$ cat src/rtl/cache_mem_pkg.sv
// Shared types, widths and helpers for the cache miss responder.
package cache_mem_pkg;

  localparam int unsigned ADDR_W        = 16;
  localparam int unsigned DATA_W        = 16;
  localparam int unsigned WORDS_PER_BLK = 8;
  localparam int unsigned BLK_OFF_W     = 4;
  localparam int unsigned WORD_IDX_W    = 3;
  localparam int unsigned WORD_BYTES    = 2;
  localparam int unsigned CNT_W         = WORD_IDX_W + 1;

  typedef enum logic [1:0] {IDLE, WRITE, FILL_DC, FILL_IC} state_t;

  // Request priority: store beats D fill beats I fill.
  function automatic state_t pick_req(input logic dc_wr, input logic dc_miss,
                                      input logic ic_miss);
    state_t nxt;
    nxt = IDLE;
    if (dc_wr)        nxt = WRITE;
    else if (dc_miss) nxt = FILL_DC;
    else if (ic_miss) nxt = FILL_IC;
    return nxt;
  endfunction

  function automatic logic [ADDR_W-1:0] block_base(input logic [ADDR_W-1:0] addr);
    return {addr[ADDR_W-1:BLK_OFF_W], BLK_OFF_W'(0)};
  endfunction

endpackage

$ cat src/rtl/fill_sequencer.sv
// Block-fill bookkeeping: base latch, read-issue counter and return counter.
module fill_sequencer
  import cache_mem_pkg::*;
(
  input  logic                  clk,
  input  logic                  rst_n,
  input  logic                  start,
  input  logic [ADDR_W-1:0]     start_addr,
  input  logic                  issue,
  input  logic                  ret,
  output logic [ADDR_W-1:0]     issue_addr,
  output logic [WORD_IDX_W-1:0] ret_word,
  output logic                  issue_done,
  output logic                  last_return
);

  logic [ADDR_W-1:0] base;
  logic [CNT_W-1:0]  issue_cnt;
  logic [CNT_W-1:0]  ret_cnt;

  // The start cycle itself issues word 0, so the issue count begins at 1.
  always_ff @(posedge clk) begin
    if (!rst_n) begin
      base      <= '0;
      issue_cnt <= '0;
      ret_cnt   <= '0;
    end else if (start) begin
      base      <= block_base(start_addr);
      issue_cnt <= CNT_W'(1);
      ret_cnt   <= '0;
    end else begin
      if (issue && !issue_done) issue_cnt <= issue_cnt + CNT_W'(1);
      if (ret && !ret_cnt[CNT_W-1]) ret_cnt <= ret_cnt + CNT_W'(1);
    end
  end

  assign issue_addr  = base + ADDR_W'(issue_cnt) * ADDR_W'(WORD_BYTES);
  assign issue_done  = (issue_cnt == CNT_W'(WORDS_PER_BLK));
  assign last_return = (ret_cnt == CNT_W'(WORDS_PER_BLK - 1));
  assign ret_word    = ret_cnt[WORD_IDX_W-1:0];

endmodule

$ cat src/rtl/cache_mem_ctrl.sv
// Services I/D-cache block fills and D-cache write-through stores against main memory.
module cache_mem_ctrl
  import cache_mem_pkg::*;
(
  input  logic                  clk,
  input  logic                  rst_n,
  input  logic                  ic_miss,
  input  logic [ADDR_W-1:0]     ic_miss_addr,
  input  logic                  dc_miss,
  input  logic [ADDR_W-1:0]     dc_miss_addr,
  input  logic                  dc_wr,
  input  logic [ADDR_W-1:0]     dc_wr_addr,
  input  logic [DATA_W-1:0]     dc_wr_data,
  output logic [DATA_W-1:0]     fill_data,
  output logic [WORD_IDX_W-1:0] fill_word,
  output logic                  ic_fill_valid,
  output logic                  dc_fill_valid,
  output logic                  ic_done,
  output logic                  dc_done,
  output logic                  dc_wr_ack,
  output logic                  busy,
  output logic                  mem_en,
  output logic                  mem_wr,
  output logic [ADDR_W-1:0]     mem_addr,
  output logic [DATA_W-1:0]     mem_wdata,
  input  logic [DATA_W-1:0]     mem_rdata,
  input  logic                  mem_rvalid
);

  state_t                state;
  state_t                req_state;
  logic                  fill_active;
  logic                  start;
  logic [ADDR_W-1:0]     start_addr;
  logic                  accept;
  logic [ADDR_W-1:0]     issue_addr;
  logic [WORD_IDX_W-1:0] ret_word;
  logic                  issue_done;
  logic                  last_return;

  assign req_state   = pick_req(dc_wr, dc_miss, ic_miss);
  assign fill_active = (state == FILL_DC) || (state == FILL_IC);
  assign start       = (state == IDLE) && ((req_state == FILL_DC) || (req_state == FILL_IC));
  assign start_addr  = (req_state == FILL_DC) ? dc_miss_addr : ic_miss_addr;
  assign accept      = fill_active && mem_rvalid;

  fill_sequencer u_seq (
    .clk         (clk),
    .rst_n       (rst_n),
    .start       (start),
    .start_addr  (start_addr),
    .issue       (fill_active),
    .ret         (accept),
    .issue_addr  (issue_addr),
    .ret_word    (ret_word),
    .issue_done  (issue_done),
    .last_return (last_return)
  );

  // State and registered memory-side outputs.
  always_ff @(posedge clk) begin
    if (!rst_n) begin
      state     <= IDLE;
      mem_en    <= 1'b0;
      mem_wr    <= 1'b0;
      mem_addr  <= '0;
      mem_wdata <= '0;
      dc_wr_ack <= 1'b0;
    end else begin
      mem_en    <= 1'b0;
      mem_wr    <= 1'b0;
      dc_wr_ack <= 1'b0;
      case (state)
        IDLE: begin
          state <= req_state;
          case (req_state)
            WRITE: begin
              mem_en    <= 1'b1;
              mem_wr    <= 1'b1;
              mem_addr  <= dc_wr_addr;
              mem_wdata <= dc_wr_data;
              dc_wr_ack <= 1'b1;
            end
            FILL_DC, FILL_IC: begin
              mem_en   <= 1'b1;
              mem_addr <= block_base(start_addr);
            end
            default: ;
          endcase
        end
        WRITE: state <= IDLE;
        FILL_DC, FILL_IC: begin
          if (!issue_done) begin
            mem_en   <= 1'b1;
            mem_addr <= issue_addr;
          end
          if (mem_rvalid && last_return) state <= IDLE;
        end
        default: state <= IDLE;
      endcase
    end
  end

  // Returned words pass straight through to the owning cache; stray returns are dropped.
  assign busy          = (state != IDLE);
  assign fill_data     = accept ? mem_rdata : '0;
  assign fill_word     = accept ? ret_word : '0;
  assign ic_fill_valid = accept && (state == FILL_IC);
  assign dc_fill_valid = accept && (state == FILL_DC);
  assign ic_done       = ic_fill_valid && last_return;
  assign dc_done       = dc_fill_valid && last_return;

endmodule

$ cat config.mk
export PLATFORM = sky130hd
export DESIGN_NAME = cache_mem_ctrl
export DESIGN_NICKNAME = d
export VERILOG_FILES = /design/src/rtl/cache_mem_pkg.sv /design/src/rtl/fill_sequencer.sv /design/src/rtl/cache_mem_ctrl.sv
export SDC_FILE = /design/constraint.sdc
export NUM_CORES = 1
export LEC_CHECK = 0
export CAP_MARGIN = 20
export CORE_AREA = 2 2 86 109
export CTS_CLUSTER_SIZE = 24
export DETAILED_ROUTE_END_ITERATION = 16
export DIE_AREA = 0 0 88 111
export GPL_TIMING_DRIVEN = 1
export PLACE_DENSITY_LB_ADDON = 0.25
export SLEW_MARGIN = 40
export SYNTH_ARGS = -nofsm -noshare
export SYNTH_HDL_FRONTEND = slang
export SYNTH_HIERARCHICAL = 1
export SYNTH_SLANG_ARGS = --single-unit
$ cat constraint.sdc
create_clock -name clk -period 2.1 [get_ports clk]
set_input_delay 0.63 -clock clk [delete_from_list [all_inputs] [get_ports clk]]
set_output_delay 0.63 -clock clk [all_outputs]
set_load 0.02 [all_outputs]
==> qor.yml, run 1 <==
finalHoldViolCount: 0
routedWlPerCell_um: 15.0
grt_usage_pct: 19.0
slowest_delay_ns: 0.46
place_area_um2: 4920
worst_setup_path_end_kind: "output pin"
slowest_stage: "clkdlybuf4s50_1"
cts_setup_buffers: 0
numClockSinks: 56
p_leak_nw: 2.09
cp_data_required_time_ns: 1.47
drive_above_1_share_pct: 21.6
startpoint_type: "input port"
worstHoldStart: "mem_wdata[4]$_SDFFE_PN0P_"
htree_levels: 2
finalCritPeriodShare_pct: 97.7
finalSetupViolations: 0
skew_ns: 0.00332
numCtsBuffers: 5
crit_chain: "clkdlybuf4s50_1 > and3_1 > buf_2"
grt_pass1_wl_um: 15200
hold_buffers: 0
max_cap_viol_count: 0
fin_area_um2: 5060
syn_nets: 473
post-route-drc-count: 0
die_h_um: 111
gr-total-overflow: 0
tritoncts: "built"
drt_iter0_drc: 122
syn_to_final_growth_pct: 54.1
dr.pass1.iters: 6
utilization_pct: 57.3
insertion_delay_ns: 0.29
drv_slew: 0
cts.clk_slew.worst_paths_ns: 0.07
r2r_end: "mem_addr[9]$_SDFFE_PN0P_"
drt-vias-per-instance: 5.18
crit_type: "input port to output pin"
rows: 39
ios: 145
dp_hpwl_um: 7440
crit_arrival_ns: 1.42
syn_area_um2: 3280
grt_pass1_vias: 3269
io_buffers: 136
r2r_start: "state[1]$_SDFFE_PN0P_"
max-vdd-ir-drop_v: 0.000333
min_path_type: "flop to flop"
max_freq_ghz: 0.488
min_period_ns: 2.05
die_w_um: 88
drtAntennaViolNets: 0
n_antenna_cell: 0
gp_congestion: 0.874
antenna_found_initial: 0
cp_max_fo: 1
nets: 614
ys.warnings.count: 6
run_status: "finished clean"
whs_endpoint: "mem_wdata[4]$_SDFFE_PN0P_"
root_buffer: "clkbuf_16"
start_util_pct: 37.2
finalPower_w: 0.00312
finalWirelength_um: 9690
reg2regPathDepth: 6
power_density_nw_per_um2: 617
rrSetupSlack_ns: 0.17
avgSynthCellArea_um2: 8.59
netlist_instances: 382
cts_buffer_depth: 2
whs_path_depth: 2
grt_max_degree: 29
dieArea_um2: 9770
core_area_um2: 8830
rsz0062_at_grt: "true"
vias: 3353
-- cells in the final DEF, fill, tap and decap left out, drive strengths merged, types with 14 or more instances in the layout --
master         count
dfxtp             56
and3              20
nand2             54
mux2i             14
a21oi             24
buf               59
clkdlybuf4s50    110
nor2b             15
-- sequential cells by signal (all words and copies together), names as in the netlist --
name             cells
u_seq/ret_cnt        4
mem_wdata           16
mem_addr            16
mem_wr               1
u_seq/issue_cnt      4
state                2
mem_en               1
u_seq/base          12
-- cell type report --
cell class	instances	area, µm²
clock buffers	5	125
well taps	123	154
fillers	826	3770
flip-flops and latches	56	1120
repair buffers	177	1620
clock inverters	3	46.3
inverters	10	37.5
multi-input cells	273	1950
-- layer usage --
metal  global-route usage [%]  up-vias  share of wire, %
li1                         -     1653                 -
met2                     33.1      135                50
met3                     2.23       10               6.8
met5                        0        -                 0
met1                     23.4     1555                42
met4                     7.18        0               1.7
-- worst max path at each step --
stage / startpoint / slack (ns) / end
floorplan: mem_rvalid / 0.02 / dc_done
global placement: mem_rvalid / -0.68 / dc_done
detailed placement: mem_rvalid / -0.73 / dc_done
CTS: mem_rvalid / 0.0003 / dc_done
global route: dc_miss / -0.01 / u_seq/base[4]$_SDFFE_PN0P_
finish: mem_rdata[12] / 0.05 / fill_data[12]
-- power breakdown --
part / switching, W / leakage, nW / internal [W]
sequential: 0.0000629 / 0.460 / 0.00115
clock: 0.000404 / 0.0804 / 0.000568
combinational: 0.000439 / 1.55 / 0.000495
-- critical path: cells and delay by family --
family / cells / cell delay [ns]
AND/OR/NAND/NOR: 1 / 0.16
buffers and inverters: 2 / 0.63
-- through the flow --
stage          worst slack [ns]  hold slack (ns)  TNS, ns  instances
2_1_floorplan            0.0229            0.477        0        382
3_3_place_gp             -0.679            0.439   -25.83        639
3_5_place_dp             -0.728            0.446   -27.40        639
4_1_cts                0.000326            0.456        0        647
5_1_grt                 -0.0123            0.474  -0.0169        647
6_report                 0.0489            0.454        0        647
-- what timing repair did --
item                       4_1_cts  5_1_grt
gates cloned                     0        0
resized for setup               99       15
setup endpoints to repair       27       44
Power figures use the tool's default switching activity.
==> run 2: changes to the inputs <==
Settings changed: CTS_CLUSTER_DIAMETER from default to 100, RECOVER_POWER from default to 100.
==> run 2 against run 1 <==
Combinational power decreased by 2.6%. Global-route usage did not move. Worst setup slack stayed put. Register-to-register slack is essentially flat. Flip-flop and latch count unchanged. Clock skew about the same. Maximum frequency did not move. Die area did not move. Critical path type unchanged. Sequential power barely moved.
==> qor.yml, run 2 (synthesis results as in run 1) <==
whs_endpoint: "mem_wdata[4]$_SDFFE_PN0P_"
whs_path_depth: 2  # unchanged
multi_input_area_um2: 1950  # unchanged
utilization_pct: 57.2  # -0.11 points
tritoncts: "built"
gr-total-overflow: 0  # unchanged
ios: 145  # unchanged
dp_hpwl_um: 7440  # unchanged
crit_arrival_ns: 1.42  # about the same
dp_cells: 639  # unchanged
post-route-drc-count: 0  # unchanged
root_buffer: "clkbuf_16"
path_buf_inv: 2  # unchanged
fillers: 829  # +0.36%
hold_buffers: 0  # unchanged
regArea_um2: 1120  # unchanged
vias: 3340  # -0.39%
r2r_end: "mem_addr[9]$_SDFFE_PN0P_"
cp_max_fo: 1  # unchanged
grt_usage_pct: 19.0  # unchanged
slowest_stage: "clkdlybuf4s50_1"
cts.clk_slew.worst_paths_ns: 0.07  # about the same
comb_power_share_pct: 29.4  # -0.5 points
worstHoldStart: "mem_wdata[4]$_SDFFE_PN0P_"
place_area_um2: 4920  # unchanged
nets: 614  # unchanged
routedWlPerCell_um: 15.0  # +0.21%
n_antenna_cell: 0  # unchanged
htree_levels: 2  # unchanged
die_h_um: 111  # unchanged
cts_buffer_depth: 2  # unchanged
min_period_ns: 2.05  # unchanged
swShare_pct: 29.2  # +0.20 points
p_leak_nw: 2.19  # +5.1%
max-vdd-ir-drop_v: 0.000331  # -0.38%
fin_area_um2: 5050  # -0.20%
start_util_pct: 37.2  # unchanged
dp_slack_ns: -0.728  # unchanged
numClockSinks: 56  # unchanged
dieArea_um2: 9770  # unchanged
grt_pass1_vias: 3269  # unchanged
numCtsBuffers: 5  # unchanged
drive_above_1_share_pct: 20.8  # -0.76 points
drv_slew: 0  # unchanged
rrSetupSlack_ns: 0.17  # about the same
finalCritPeriodShare_pct: 97.7  # unchanged
skew_ns: 0.00331  # -0.00000322 ns
min_path_type: "flop to flop"
crit_type: "input port to output pin"
reg2regPathDepth: 6  # unchanged
insertion_delay_ns: 0.29  # about the same
worst_setup_path_end_kind: "output pin"
run_status: "finished clean"
syn_to_final_growth_pct: 53.8
rsz0062_at_grt: "true"
core_area_um2: 8830  # unchanged
cp_data_required_time_ns: 1.47  # about the same
finalSetupViolations: 0  # unchanged
max_cap_viol_count: 0  # unchanged
r2r_start: "state[1]$_SDFFE_PN0P_"
finalPower_w: 0.00310  # -0.82%
startpoint_type: "input port"
grt_pass1_wl_um: 15200  # unchanged
cp_top_family: "buffers and inverters"
gp_congestion: 0.874  # unchanged
finalHoldViolCount: 0  # unchanged
mostFrequentLayoutCells: "clkdlybuf4s50_1, dfxtp_1, nand2_1"
drt-vias-per-instance: 5.16  # -0.39%
slowest_delay_ns: 0.46  # about the same
antenna_found_initial: 0  # unchanged
dr.pass1.iters: 4  # -2
max_freq_ghz: 0.488  # unchanged
io_buffers: 136  # unchanged
finalWirelength_um: 9710  # +0.21%
power_density_nw_per_um2: 613  # -0.62%
clkPwrFrac_pct: 31.5  # +0.3 points
final_cells: 647  # unchanged
grt_max_degree: 29  # unchanged
crit_chain: "clkdlybuf4s50_1 > and3_1 > buf_2"
reg_top3: "mem_addr: 16 flops, mem_wdata: 16 flops, u_seq/base: 12 flops"
drtAntennaViolNets: 0  # unchanged
seq_power_share_pct: 39.2  # +0.3 points
rows: 39  # unchanged
p_switching_w: 0.000905  # -0.13%
layout_commonest_cell: "clkdlybuf4s50_1"
die_w_um: 88  # unchanged
internal_power_w: 0.00219  # -1.1%
setup_ws_ns: 0.0489  # unchanged
drt_iter0_drc: 121  # -0.82%
==> run 2: changes by cell type in the layout (fill, tap and decap cells not counted) <==
cell	delta
dlygate4sd2_1	+4
dlygate4sd3_1	+35
clkdlybuf4s15_2	-4
clkdlybuf4s50_1	-35
==> run 2: per-layer routing <==
layer	wire, µm	track usage [%]
met1	4080	23.4
met2	4810	33.1
met3	656	2.23
met4	167	7.18
met5	0	0
==> run 2: power groups by stage <==
stage | Combinational [W] | Sequential (W) | Clock (W)
final | 0.000909 | 0.00121 | 0.000974
after floorplan | 0.000403 | 0.00131 | 0
after global routing | 0.000976 | 0.00123 | 0.00102
after CTS | 0.000920 | 0.00122 | 0.000992
after global placement | 0.000911 | 0.00124 | 0
after detailed placement | 0.000924 | 0.00124 | 0
==> run 2: repair_timing <==
item                                    CTS  global route
gates resized for setup                  99            15
buffers inserted                          0             0
endpoints found under the setup margin   27            44
==> run 2: final cells by class <==
| class | count | area share, % |
|---|---|---|
| inverters | 10 | 0.743 |
| repair buffers | 177 | 31.9 |
| well taps | 123 | 3.05 |
| flip-flops and latches | 56 | 22.2 |
| multi-input cells | 273 | 38.7 |
| clock inverters | 3 | 0.917 |
| clock buffers | 5 | 2.48 |
==> run 2: how the worst max path moves through the flow <==
stage | start | to | slack (ns) | cells past startpoint
final | mem_rdata[12] | fill_data[12] | 0.05 | 3
after global routing | dc_miss | u_seq/base[4]$_SDFFE_PN0P_ | -0.01 | 8
after CTS | mem_rvalid | dc_done | 0.0003 | 5
after detailed placement | mem_rvalid | dc_done | -0.73 | 5
after global placement | mem_rvalid | dc_done | -0.68 | 5
after floorplan | mem_rvalid | dc_done | 0.02 | 3
==> run 2: per-stage QoR <==
step	TNS [ns]	hold slack (ns)
after floorplan	0	0.477
after global placement	-25.83	0.439
after detailed placement	-27.40	0.446
after CTS	0	0.456
after global routing	-0.0169	0.471
final	0	0.451
==> run 2: worst register-to-register path, cell delays in order, from the launching register on <==
cell and delay, ns:
dfxtp_1 0.35, buf_4 0.18, buf_4 0.22, or4_4 0.55, and2_2 0.25, buf_4 0.18, o22ai_1 0.12
==> run 3: changes to the inputs <==
Settings changed: CELL_PAD_IN_SITES_DETAIL_PLACEMENT from default to 2, CELL_PAD_IN_SITES_GLOBAL_PLACEMENT from default to 2, CORE_AREA 2 2 86 109 to 2 2 116 146, DIE_AREA 0 0 88 111 to 0 0 118 148.
==> run 3 against run 2 <==
Via count rose by 4.6%. Highest routed layer unchanged. Combinational power is 5.8% higher. Utilization is 25 points lower. Clock-buffer cell count is the same. Largest cell class unchanged.
==> qor.yml, run 3 (synthesis results as in run 1) <==
nets: 619  # +0.81%
gp_congestion: 0.762  # -13%
startpoint_type: "input port"
drt-vias-per-instance: 4.69  # -9.1%
tritoncts: "built"
cp_data_required_time_ns: 1.47  # about the same
drt_iter0_drc: 172  # +42%
finalHoldViolCount: 0  # unchanged
max_freq_ghz: 0.483  # -0.87%
die_w_um: 118  # +34%
finalCritPeriodShare_pct: 98.5  # +0.86 points
drv_slew: 0  # unchanged
regArea_um2: 1120  # +0.11%
mostFrequentLayoutCells: "clkdlybuf4s50_1, dfxtp_1, nand2_1"
hold_buffers: 0  # unchanged
cts.clk_slew.worst_paths_ns: 0.08  # about the same
max_cap_viol_count: 0  # unchanged
crit_type: "input port to output pin"
min_period_ns: 2.07  # +0.0180 ns
syn_to_final_growth_pct: 57.7
layout_commonest_cell: "clkdlybuf4s50_1"
grt_pass1_vias: 3857  # +18%
vias: 3495  # +4.6%
final_cells: 745  # +15%
max-vdd-ir-drop_v: 0.000341  # +2.8%
rows: 52  # +33%
power_density_nw_per_um2: 593  # -3.3%
die_h_um: 148  # +33%
grt_usage_pct: 15.2  # -3.8 points
htree_levels: 2  # unchanged
n_antenna_cell: 0  # unchanged
insertion_delay_ns: 0.30  # about the same
numClockSinks: 56  # unchanged
p_leak_nw: 2.19  # about the same
antenna_found_initial: 0  # unchanged
grt_max_degree: 22  # -24%
start_util_pct: 20.4  # -17 points
gr-total-overflow: 0  # unchanged
drtAntennaViolNets: 0  # unchanged
utilization_pct: 32.2  # -25 points
min_path_type: "flop to flop"
routedWlPerCell_um: 17.8  # +18%
run_status: "finished clean"
dp_cells: 736  # +15%
grt_pass1_wl_um: 21100  # +39%
reg_top3: "mem_addr: 16 flops, mem_wdata: 16 flops, u_seq/base: 12 flops"
dp_slack_ns: -0.760  # -0.0325 ns
crit_arrival_ns: 1.44  # +0.02 ns
root_buffer: "clkbuf_16"
rsz0062_at_grt: "false"
io_buffers: 136  # unchanged
worst_setup_path_end_kind: "output pin"
numCtsBuffers: 5  # unchanged
finalWirelength_um: 13200  # +36%
cp_max_fo: 1  # unchanged
r2r_start: "state[1]$_SDFFE_PN0P_"
ios: 145  # unchanged
finalSetupViolations: 0  # unchanged
drive_above_1_share_pct: 21.6  # +0.75 points
cp-startpoint: "mem_rdata[6]"
setup_ws_ns: 0.0309  # -0.0180 ns
dp_hpwl_um: 10700  # +43%
fillers: 1841  # +120%
cts_buffer_depth: 2  # unchanged
core_area_um2: 16100  # +82%
fin_area_um2: 5170  # +2.5%
skew_ns: 0.00889  # +0.00557 ns
dieArea_um2: 17500  # +79%
worstHoldStart: "mem_wdata[7]$_SDFFE_PN0P_"
dr.pass1.iters: 4  # unchanged
place_area_um2: 5060  # +3.0%
multi_input_area_um2: 1950  # -0.13%
post-route-drc-count: 0  # unchanged
run 3: changes by cell type in the layout (fill, tap and decap cells not counted), sizes merged:
cell / change
buf: -16
bufinv: -1
clkbuf: +21
clkdlybuf4s15: +2
clkdlybuf4s50: -3
dlygate4sd2: -2
dlygate4sd3: +1
dlymetal6s2s: +2
inv: +1
run 3: worst paths after layout:
path,to,slack (ns),depth (start not counted)
worst max-delay path,fill_data[6],0.03,3
worst max register to register,mem_addr[7]$_SDFFE_PN0P_,0.12,6
worst min register to register,mem_wdata[7]$_SDFFE_PN0P_,0.46,2
worst min-delay path,mem_wdata[7]$_SDFFE_PN0P_,0.46,2
run 3: stage by stage:
step / setup TNS, ns / power, W / hold WS, ns
final: 0 / 0.00307 / 0.458
after global routing: 0 / 0.00325 / 0.488
after CTS: 0 / 0.00316 / 0.468
after detailed placement: -30.75 / 0.00224 / 0.456
after global placement: -27.11 / 0.00221 / 0.445
after floorplan: 0 / 0.00171 / 0.477
run 3: routing by layer:
layer  track usage, %  up-vias  routed length [µm]
li1                 -     1661                   -
met1             16.2     1743                5290
met2             30.3       84                7360
met3             2.62        7                 458
met4             4.04        0                 131
met5                0        -                   0
run 3: where the power goes:
part / total, W / switching [W] / internal (W)
Clock: 0.000890 / 0.000437 / 0.000453
Combinational: 0.000962 / 0.000482 / 0.000481
Sequential: 0.00122 / 0.0000647 / 0.00115
run 3: worst max-delay path: stages:
cell and delay [ns]:
clkdlybuf4s50_1 0.46, and3_1 0.17, clkbuf_2 0.18
run 3: area by class of cell:
type	instances	share of cell area, %
Multi-Input combinational cell	273	37.7
Timing Repair Buffer	182	31.8
Sequential cell	56	21.7
Tap cell	216	5.22
Clock buffer	5	2.42
Inverter	10	0.725
Clock inverter	3	0.484
run 3: repair_timing:
action / 4_1_cts / 5_1_grt
setup endpoints to repair: 44 / 42
setup buffers: 0 / 1
gates resized for setup: 105 / 14
pin swaps: 0 / 1
